## src/rtl/mem_write_buffer.sv

```systemverilog
// Posted-write buffer between the dcache controller's line port and Data_Memory.
// Dirty-line writebacks are absorbed in one cycle and drained to memory in the background.
// Read misses bypass queued writes. Reads whose line is still buffered are served from the buffer.
//
// Ports:
//   clk_i, rst_i            clock, synchronous active-high reset
//   up_enable_i/up_write_i  upstream request valid (held until up_ack_o) and write select
//   up_addr_i/up_data_i     upstream byte address and write line
//   up_ack_o/up_data_o      one-cycle completion pulse and read line
//   dn_enable_o/dn_write_o  Data_Memory request (held until dn_ack_i) and write select
//   dn_addr_o/dn_data_o     Data_Memory line address (low bits zero) and write line
//   dn_ack_i/dn_data_i      Data_Memory completion pulse and read line
//   flush_i                 drain every entry before taking another upstream request
//   empty_o/count_o         buffer empty and idle; number of valid entries
module mem_write_buffer #(
  parameter int unsigned DEPTH   = 4,
  parameter int unsigned LINE_W  = 256,
  parameter int unsigned TAG_LSB = 5
) (
  input  logic                           clk_i,
  input  logic                           rst_i,
  input  logic                           up_enable_i,
  input  logic                           up_write_i,
  input  logic [31:0]                    up_addr_i,
  input  logic [LINE_W-1:0]              up_data_i,
  output logic                           up_ack_o,
  output logic [LINE_W-1:0]              up_data_o,
  output logic                           dn_enable_o,
  output logic                           dn_write_o,
  output logic [31:0]                    dn_addr_o,
  output logic [LINE_W-1:0]              dn_data_o,
  input  logic                           dn_ack_i,
  input  logic [LINE_W-1:0]              dn_data_i,
  input  logic                           flush_i,
  output logic                           empty_o,
  output logic [$clog2(DEPTH+1)-1:0]     count_o
);

  localparam int unsigned PtrW = $clog2(DEPTH);
  localparam int unsigned CntW = $clog2(DEPTH + 1);
  localparam int unsigned TagW = 32 - TAG_LSB;

  typedef enum logic [1:0] {StIdle, StRdMem, StWrMem, StResp} state_e;

  state_e              state_q, state_d;
  logic [PtrW-1:0]     head_q, head_d, tail_q, tail_d;
  logic [CntW-1:0]     count_q, count_d;
  logic [DEPTH-1:0]    valid_q, valid_d;
  logic [TagW-1:0]     tag_q  [DEPTH];
  logic [TagW-1:0]     tag_d  [DEPTH];
  logic [LINE_W-1:0]   data_q [DEPTH];
  logic [LINE_W-1:0]   data_d [DEPTH];

  logic                up_ack_q, up_ack_d;
  logic [LINE_W-1:0]   up_data_q, up_data_d;
  logic                dn_enable_q, dn_enable_d;
  logic                dn_write_q, dn_write_d;
  logic [31:0]         dn_addr_q, dn_addr_d;
  logic [LINE_W-1:0]   dn_data_q, dn_data_d;

  logic [TagW-1:0]     up_tag;
  logic                hit;
  logic [PtrW-1:0]     hit_idx;
  logic [PtrW-1:0]     scan_idx;
  logic                drain;
  logic                unused_addr_lsb;

  assign up_tag          = up_addr_i[31:TAG_LSB];
  assign unused_addr_lsb = ^up_addr_i[TAG_LSB-1:0];

  // Scan oldest to newest so the newest matching entry wins.
  always_comb begin
    hit      = 1'b0;
    hit_idx  = head_q;
    scan_idx = head_q;
    for (int unsigned i = 0; i < DEPTH; i++) begin
      scan_idx = head_q + PtrW'(i);
      if (valid_q[scan_idx] && (tag_q[scan_idx] == up_tag)) begin
        hit     = 1'b1;
        hit_idx = scan_idx;
      end
    end
  end

  always_comb begin
    state_d     = state_q;
    head_d      = head_q;
    tail_d      = tail_q;
    count_d     = count_q;
    valid_d     = valid_q;
    tag_d       = tag_q;
    data_d      = data_q;
    up_ack_d    = 1'b0;
    up_data_d   = up_data_q;
    dn_enable_d = dn_enable_q;
    dn_write_d  = dn_write_q;
    dn_addr_d   = dn_addr_q;
    dn_data_d   = dn_data_q;
    drain       = 1'b0;

    unique case (state_q)
      StIdle: begin
        if (flush_i && (count_q != '0)) begin
          drain = 1'b1;
        end else if (up_enable_i && !up_write_i) begin
          if (hit) begin
            up_data_d = data_q[hit_idx];
            up_ack_d  = 1'b1;
            state_d   = StResp;
          end else begin
            dn_enable_d = 1'b1;
            dn_write_d  = 1'b0;
            dn_addr_d   = {up_tag, {TAG_LSB{1'b0}}};
            state_d     = StRdMem;
          end
        end else if (up_enable_i) begin
          if (hit) begin
            // Coalesce; the head is never in flight while we are in IDLE.
            data_d[hit_idx] = up_data_i;
            up_ack_d        = 1'b1;
            state_d         = StResp;
          end else if (count_q < CntW'(DEPTH)) begin
            valid_d[tail_q] = 1'b1;
            tag_d[tail_q]   = up_tag;
            data_d[tail_q]  = up_data_i;
            tail_d          = tail_q + PtrW'(1);
            count_d         = count_q + CntW'(1);
            up_ack_d        = 1'b1;
            state_d         = StResp;
          end else begin
            // Full: free the head; the write stays pending and is retried in IDLE.
            drain = 1'b1;
          end
        end else if (count_q != '0) begin
          drain = 1'b1;
        end
      end
      StRdMem: begin
        if (dn_ack_i) begin
          up_data_d   = dn_data_i;
          up_ack_d    = 1'b1;
          dn_enable_d = 1'b0;
          state_d     = StResp;
        end
      end
      StWrMem: begin
        if (dn_ack_i) begin
          valid_d[head_q] = 1'b0;
          head_d          = head_q + PtrW'(1);
          count_d         = count_q - CntW'(1);
          dn_enable_d     = 1'b0;
          dn_write_d      = 1'b0;
          state_d         = StIdle;
        end
      end
      StResp: begin
        state_d = StIdle;
      end
      default: begin
        state_d = StIdle;
      end
    endcase

    if (drain) begin
      dn_enable_d = 1'b1;
      dn_write_d  = 1'b1;
      dn_addr_d   = {tag_q[head_q], {TAG_LSB{1'b0}}};
      dn_data_d   = data_q[head_q];
      state_d     = StWrMem;
    end
  end

  always_ff @(posedge clk_i) begin
    if (rst_i) begin
      state_q     <= StIdle;
      head_q      <= '0;
      tail_q      <= '0;
      count_q     <= '0;
      valid_q     <= '0;
      up_ack_q    <= 1'b0;
      up_data_q   <= '0;
      dn_enable_q <= 1'b0;
      dn_write_q  <= 1'b0;
      dn_addr_q   <= '0;
      dn_data_q   <= '0;
    end else begin
      state_q     <= state_d;
      head_q      <= head_d;
      tail_q      <= tail_d;
      count_q     <= count_d;
      valid_q     <= valid_d;
      up_ack_q    <= up_ack_d;
      up_data_q   <= up_data_d;
      dn_enable_q <= dn_enable_d;
      dn_write_q  <= dn_write_d;
      dn_addr_q   <= dn_addr_d;
      dn_data_q   <= dn_data_d;
    end
  end

  // Entry payload needs no reset; valid_q qualifies it.
  always_ff @(posedge clk_i) begin
    tag_q  <= tag_d;
    data_q <= data_d;
  end

  assign up_ack_o    = up_ack_q;
  assign up_data_o   = up_data_q;
  assign dn_enable_o = dn_enable_q;
  assign dn_write_o  = dn_write_q;
  assign dn_addr_o   = dn_addr_q;
  assign dn_data_o   = dn_data_q;
  assign count_o     = count_q;
  assign empty_o     = (count_q == '0) && (state_q == StIdle);

endmodule

```

## config.mk

```make
export PLATFORM = sky130hd
export DESIGN_NAME = mem_write_buffer
export DESIGN_NICKNAME = d
export VERILOG_FILES = /design/src/rtl/mem_write_buffer.sv
export SDC_FILE = /design/constraint.sdc
export NUM_CORES = 2
export LEC_CHECK = 0
export CORE_AREA = 2 2 432 434
export CTS_CLUSTER_DIAMETER = 200
export DETAILED_ROUTE_END_ITERATION = 7
export DIE_AREA = 0 0 434 436
export MAX_ROUTING_LAYER = met4
export PLACE_DENSITY = 0.76
export SETUP_SLACK_MARGIN = 0.4
export SLEW_MARGIN = 10
export SYNTH_ARGS = -nofsm -noshare
export SYNTH_HDL_FRONTEND = slang
export SYNTH_SLANG_ARGS = --single-unit
```

## constraint.sdc

```tcl
create_clock -name clk_i -period 16.7 [get_ports clk_i]
set_clock_uncertainty 0.1 [all_clocks]
set_input_delay 3.34 -clock clk_i [delete_from_list [all_inputs] [get_ports clk_i]]
set_output_delay 3.34 -clock clk_i [all_outputs]
set_load 0.05 [all_outputs]
```

Yosys cells after proc, flatten, opt, wreduce, memory -nomap -nowiden
Index checks and enable logic that the tools add are counted.

Bits in registers: 1687. Input bits: 550. Output and inout bits: 551.

Add/subtract/negate cells: 6. Magnitude comparators: 16. Equal/unequal tests: 28. Mux-type cells: 108. Bitwise logic cells: 12. Reductions and logical operators: 34.

Operators with widths (number): 2-to-1 mux 256 bit (10); bitwise mux 1024 bit (2); 2-to-1 mux 1024 bit (2); binary-select mux 256 bit (select 2 bit) (2); demux 256 bit (select 2 bit) (2); one-hot mux 256 bit (2 select lines) (1); 2-to-1 mux 27 bit (9); binary-select mux 27 bit (select 2 bit) (4); 2-to-1 mux 32 bit (5); bitwise mux 108 bit (1); == test 27 bit (4); demux 27 bit (select 2 bit) (1); 2-to-1 mux 1 bit (33); AND reduction 5 bit (6); 2-to-1 mux 2 bit (12); 2-to-1 mux 4 bit (6); inequality test 2 bit, second input constant (10); greater-or-equal comparator 3 bit, second input constant (6); 2-to-1 mux 3 bit (6); inequality test 3 bit, second input constant (6); inverter 2 -> 3 bit (6); less-than comparator 2 x 3 -> 1 bit, second input constant (5); logical AND 1 bit (11); nonzero test 2 bit (5); 32 further kinds (49).

Logic depth before layout (Yosys ltp)
Depth in word-level cells: 18. Depth in mapped cells: 24.

Worst setup path before layout
OpenSTA, ideal clock, no wires.

Kind: input to register. From: input up_addr_i[14]. To: register data_q[256] (netlist bit) (enable). Data arrival time: 16782 ps. Data required time: 15722 ps. Path slack: -1059 ps. Stages: 12. Buffers on the path: 3. Cell sequence: clkbuf_1 o221ai_1 a2111oi_2 nand4_1 or4_4 or4b_1 o211a_1 buf_2 nor2_1 a22oi_2 clkbuf_1 nor2_1.

Word-level cells in the longest chain between the ends: 8. Elaborated cells between the ends (all ways): 14.

RTL lines: from (decl) (RTL line 24) `input logic [31:0] up_addr_i,`; == test 27 bit (RTL line 78) `if (valid_q[scan_idx] && (tag_q[scan_idx] == up_tag)) begin`; logical AND 1 bit (RTL line 78); 2-to-1 mux 1 bit (3 in a row) (RTL line 78); 2-to-1 mux 1 bit * (RTL line 78); nonzero test 2 bit (no line) *; AND reduction 5 bit (no line) *; to (signal assigned) (RTL line 204) `data_q <= data_d;`; to (decl) (RTL line 51) `logic [LINE_W-1:0] data_q [DEPTH];`.

Every way passes the cells marked *; elsewhere a longest branch is shown, timed or not. A chain may end at the register's enable or synchronous reset.

Worst setup path in the final report
From: input up_addr_i[9]. To: register data_q[401] (netlist bit), data pin.

Word-level cells in the longest chain between the ends: 12. Elaborated cells between the ends (all ways): 23.

RTL lines: == test 27 bit (RTL line 78); logical AND 1 bit (RTL line 78); 2-to-1 mux 2 bit (3 in a row) (RTL line 78); inverter 2 -> 3 bit (implied by the code) (RTL line 119) `data_d[hit_idx] = up_data_i;`; greater-or-equal comparator 3 bit (implied by the code) or less-than comparator 3 x 1 -> 1 bit (tied branches) (RTL line 119); logical AND 1 bit (implied by the code) (RTL line 119); 2-to-1 mux 256 bit (implied by the code) (RTL line 119); demux 256 bit (select 2 bit) (RTL line 119); bitwise mux 1024 bit (RTL line 119); 2-to-1 mux 1024 bit * (RTL line 117) `if (hit) begin`.

Marked as above.

==> results by group <==
Placed design
  • Input/output buffers: between 1k and 1.5k
  • Place WS: around 5800 ps
  • Hpwl dp: approximately 190000 um
  • Global placement routability congestion: 0.942

Critical path
  • Critical path's most frequent cell: buf_4
  • Top Family by Delay on Critical Path: buffers and inverters
  • CP Cell Sequence: clkdlybuf4s50_1 -> xor2_1 -> o32ai_1 -> o211ai_1 -> a222oi_1 -> nand4_1 -> or4b_1 -> o211a_4 -> nor2_1 -> a22oi_2 -> buf_4 -> buf_4 -> buf_4 -> nor2b_1
  • Reg2Reg Capture Point: data_q[401]
  • Slowest-stage cell, CP: o211a_4
  • Kind of critical path: in -> reg
  • R2R Setup Slk: ~7400 ps
  • Worst Setup End Kind: register
  • Largest fanout on the critical path: 58
  • Critical path buffers and inverters: 4
  • Reg2reg start: head_q[1]
  • CP startpoint kind: input pin
  • Worst path max stage delay: slightly above 900 ps
  • Worst EP required: ~17000 ps
  • R2R cell count: 18
  • CP Data Arrival Time: approximately 10000 ps

Floorplan
  • Die height: between 400 and 500 um
  • Io pins: between 1k and 1.5k
  • # rows: 158
  • Die area: ~190000 um^2
  • Core Area: 185000 um^2
  • Initial Utilization: 0.441
  • Die span in x: 434 um

Logic synthesis
  • Syn Inst Count: between 6k and 7k
  • Yosys reg bits: 1687
  • Synth top area cells: edfxtp_1, dfxtp_1, mux4_2
  • Yosys warns: 0
  • Ys flop type: edfxtp_1
  • Distinct cells, synth: approximately 80
  • Post-synth top area share: 0.417
  • Post-synthesis sequential area ratio: 0.554
  • Fraction of registers with async set or reset after synthesis: 0
  • Number of synthesized flops with an enable pin: between 1k and 1.5k
  • Mapped cell area: 81400 um^2
  • Synth Area per Inst: 12.3 um^2
  • Synth area leader: edfxtp_1

Global routing
  • Vias in the first global route: 61.2k
  • Antenna violations before repair: approximately 140
  • Grt total ovfl: 0
  • Total GRT Usage: 0.334
  • Largest net degree at the start of global routing: approximately 170
  • First-pass GRT wire length: between 400000 and 500000 um

Drt
  • Vias/cell: 6.39
  • Total Routed Length: roughly 320000 um
  • Drt initial violations: roughly 8.6k
  • Drt pass-1 iters: 6
  • Number of remaining DRC errors: 0
  • Via count: roughly 64k
  • Routed wire length per instance: 31.6 um
  • Routed Antenna Nets: 0

Hold path
  • WHS Path Cells: 2
  • Worst hold endpoint: dn_data_o[165]
  • HP Class: reg -> reg
  • Min-delay src: dn_data_o[165]

CTS
  • CTS clk-pin slew, worst paths: 60 ps
  • Clk sinks: approximately 1.7k
  • CTS root buffer: clkbuf_16
  • Maximum clock path buffer count: 3
  • Clk_lat worst skew: 870 ps
  • CTS tree: built
  • Resized cells post-CTS: 0
  • Hold Buf Count CTS: 0
  • H-tree depth: 4
  • Setup repair bufs after CTS: 0
  • Num CTS Buffers: about 180

Pwr
  • Flop pwr share: 0.339
  • Gate power share: 0.415
  • Int Pwr: roughly 9.6 mW
  • Clock power frac: 0.245
  • Pwr Density: about 160 nW/um^2
  • Net switching power: roughly 6.8 mW
  • Worst vdd rail ir drop: between 0.0004 and 0.0005 V
  • Net Sw Frac: 0.413
  • P_leak: 29.7 nW

STA
  • Final Max Tran Viols: 0
  • Period utilization: 0.600
  • Worst-Margin Slew: ~1500 ps
  • Max Freq: around 100 MHz
  • Final hold viol count: 0
  • Setup_tns: 0 ps
  • Setup violators final: 0
  • Max_slew headroom: 0.0153
  • RSZ-0062 raised after global routing: no
  • Final min period: ~10000 ps
  • Final WS setup: around 6700 ps

Run
  • Max Cap Viol: 0

Cells and area
  • Area grow syn2layout: 22.7%
  • Nets@finish: approximately 7.9k
  • Layout cells sized above 1: 0.0977
  • Commonest cells after routing, fill and taps aside: edfxtp_1, clkdlybuf4s50_1, nor2b_1
  • Most common cell after layout, fill and taps aside: edfxtp_1

Outcome
  • Status: finished, final reports clean
how the worst max path moves through the flow:
stage	start	slack [ps]	to	depth (start not counted)
global route	up_addr_i[18]	6560	data_q[406]	14
floorplan	up_addr_i[14]	3300	data_q[256]	12
CTS	up_addr_i[9]	6670	data_q[441]	14
finish	up_addr_i[9]	6680	data_q[401]	14
detailed placement	up_addr_i[9]	5770	data_q[441]	14
global placement	up_addr_i[9]	5860	data_q[398]	14
routing by layer:
layer  track usage  up-vias  wire (um)
met5             -        -          0
met4         0.229        0      25700
met3        0.0811      985      37400
met2         0.479     4591     142000
met1         0.417    32157     114000
li1              -    26685          -
flip-flops by register name, summed over array words and instances, names as in the netlist, 2 cells and up:
| register | cells |
|---|---|
| count_o | 3 |
| data_q | 1024 |
| dn_addr_o | 27 |
| dn_data_o | 256 |
| head_q | 2 |
| state_q | 2 |
| tag_q | 108 |
| tail_q | 2 |
| up_data_o | 256 |
| valid_q | 4 |
cells by family (layout without fill, tap and decap cells):
| family | Yosys count | after routing | share of synthesized area |
|---|---|---|---|
| AO/OA/AOI/OAI | 1194 | 1194 | 0.114 |
| XOR/XNOR | 93 | 93 | 0.0100 |
| adder cells (fa/ha/maj) | 14 | 14 | 0.00224 |
| buffers and inverters | 706 | 1558 | 0.0370 |
| flip-flops | 1687 | 1687 | 0.554 |
| multiplexers | 657 | 657 | 0.128 |
| other | 1 | 145 | 0.0000460 |
| AND/OR/NAND/NOR | 2256 | 2256 | 0.155 |
stage by stage:
| stage | cell area, um^2 | power [mW] | util | instances | hold slack [ps] |
|---|---|---|---|---|---|
| global placement | 93700 | 12.2 | 0.507 | 9603 | 338 |
| detailed placement | 93700 | 12.3 | 0.507 | 9603 | 344 |
| CTS | 99600 | 16.3 | 0.539 | 9944 | 351 |
| floorplan | 81500 | 9.90 | - | 6612 | 369 |
| finish | 99900 | 16.4 | 0.541 | 10084 | 348 |
| global route | 99900 | 16.9 | 0.541 | 10071 | 360 |
worst min-delay path: stages (launching register included):
cell and delay [ps]:
dfxtp_1 300, nand2_1 50, a21oi_1 50
layout make-up:
| class | count | area, um^2 |
|---|---|---|
| antenna | 140 | 350 |
| multi-input combinational | 4219 | 33500 |
| timing repair buffer | 1187 | 11900 |
| inverter | 30 | 113 |
| tap | 2480 | 3100 |
| sequential | 1687 | 45100 |
| fill | 15473 | 84700 |
| clock buffer | 260 | 5070 |
| clock inverter | 81 | 818 |
Yosys cell counts (7+ instances only):
cell type	count
nor2b_1	772
mux2_2	9
nand3_1	7
mux4_2	303
o21ai_0	18
a311oi_1	26
buf_4	17
clkbuf_1	452
nor3_2	30
a31oi_1	8
mux2i_1	342
o211ai_1	8
buf_1	24
nor2_1	58
edfxtp_1	1132
a22oi_1	7
a32o_1	256
xor2_1	18
buf_6	11
xnor2_1	75
nand2_1	593
a221oi_1	258
a21oi_1	281
and2_1	264
inv_1	29
nand4_1	16
buf_2	146
a21boi_0	256
clkbuf_2	26
ha_1	13
or4_1	260
dfxtp_1	555
nor3_1	235
a211oi_1	10
power groups by stage:
stage,Combinational [mW],Sequential (mW),Clock (mW)
2_1_floorplan,3.17,6.73,0
3_3_place_gp,6.63,5.58,0
3_5_place_dp,6.68,5.61,0
4_1_cts,6.71,5.53,4.03
5_1_grt,7.06,5.60,4.19
6_report,6.80,5.55,4.01
Power figures use the tool's default switching activity.
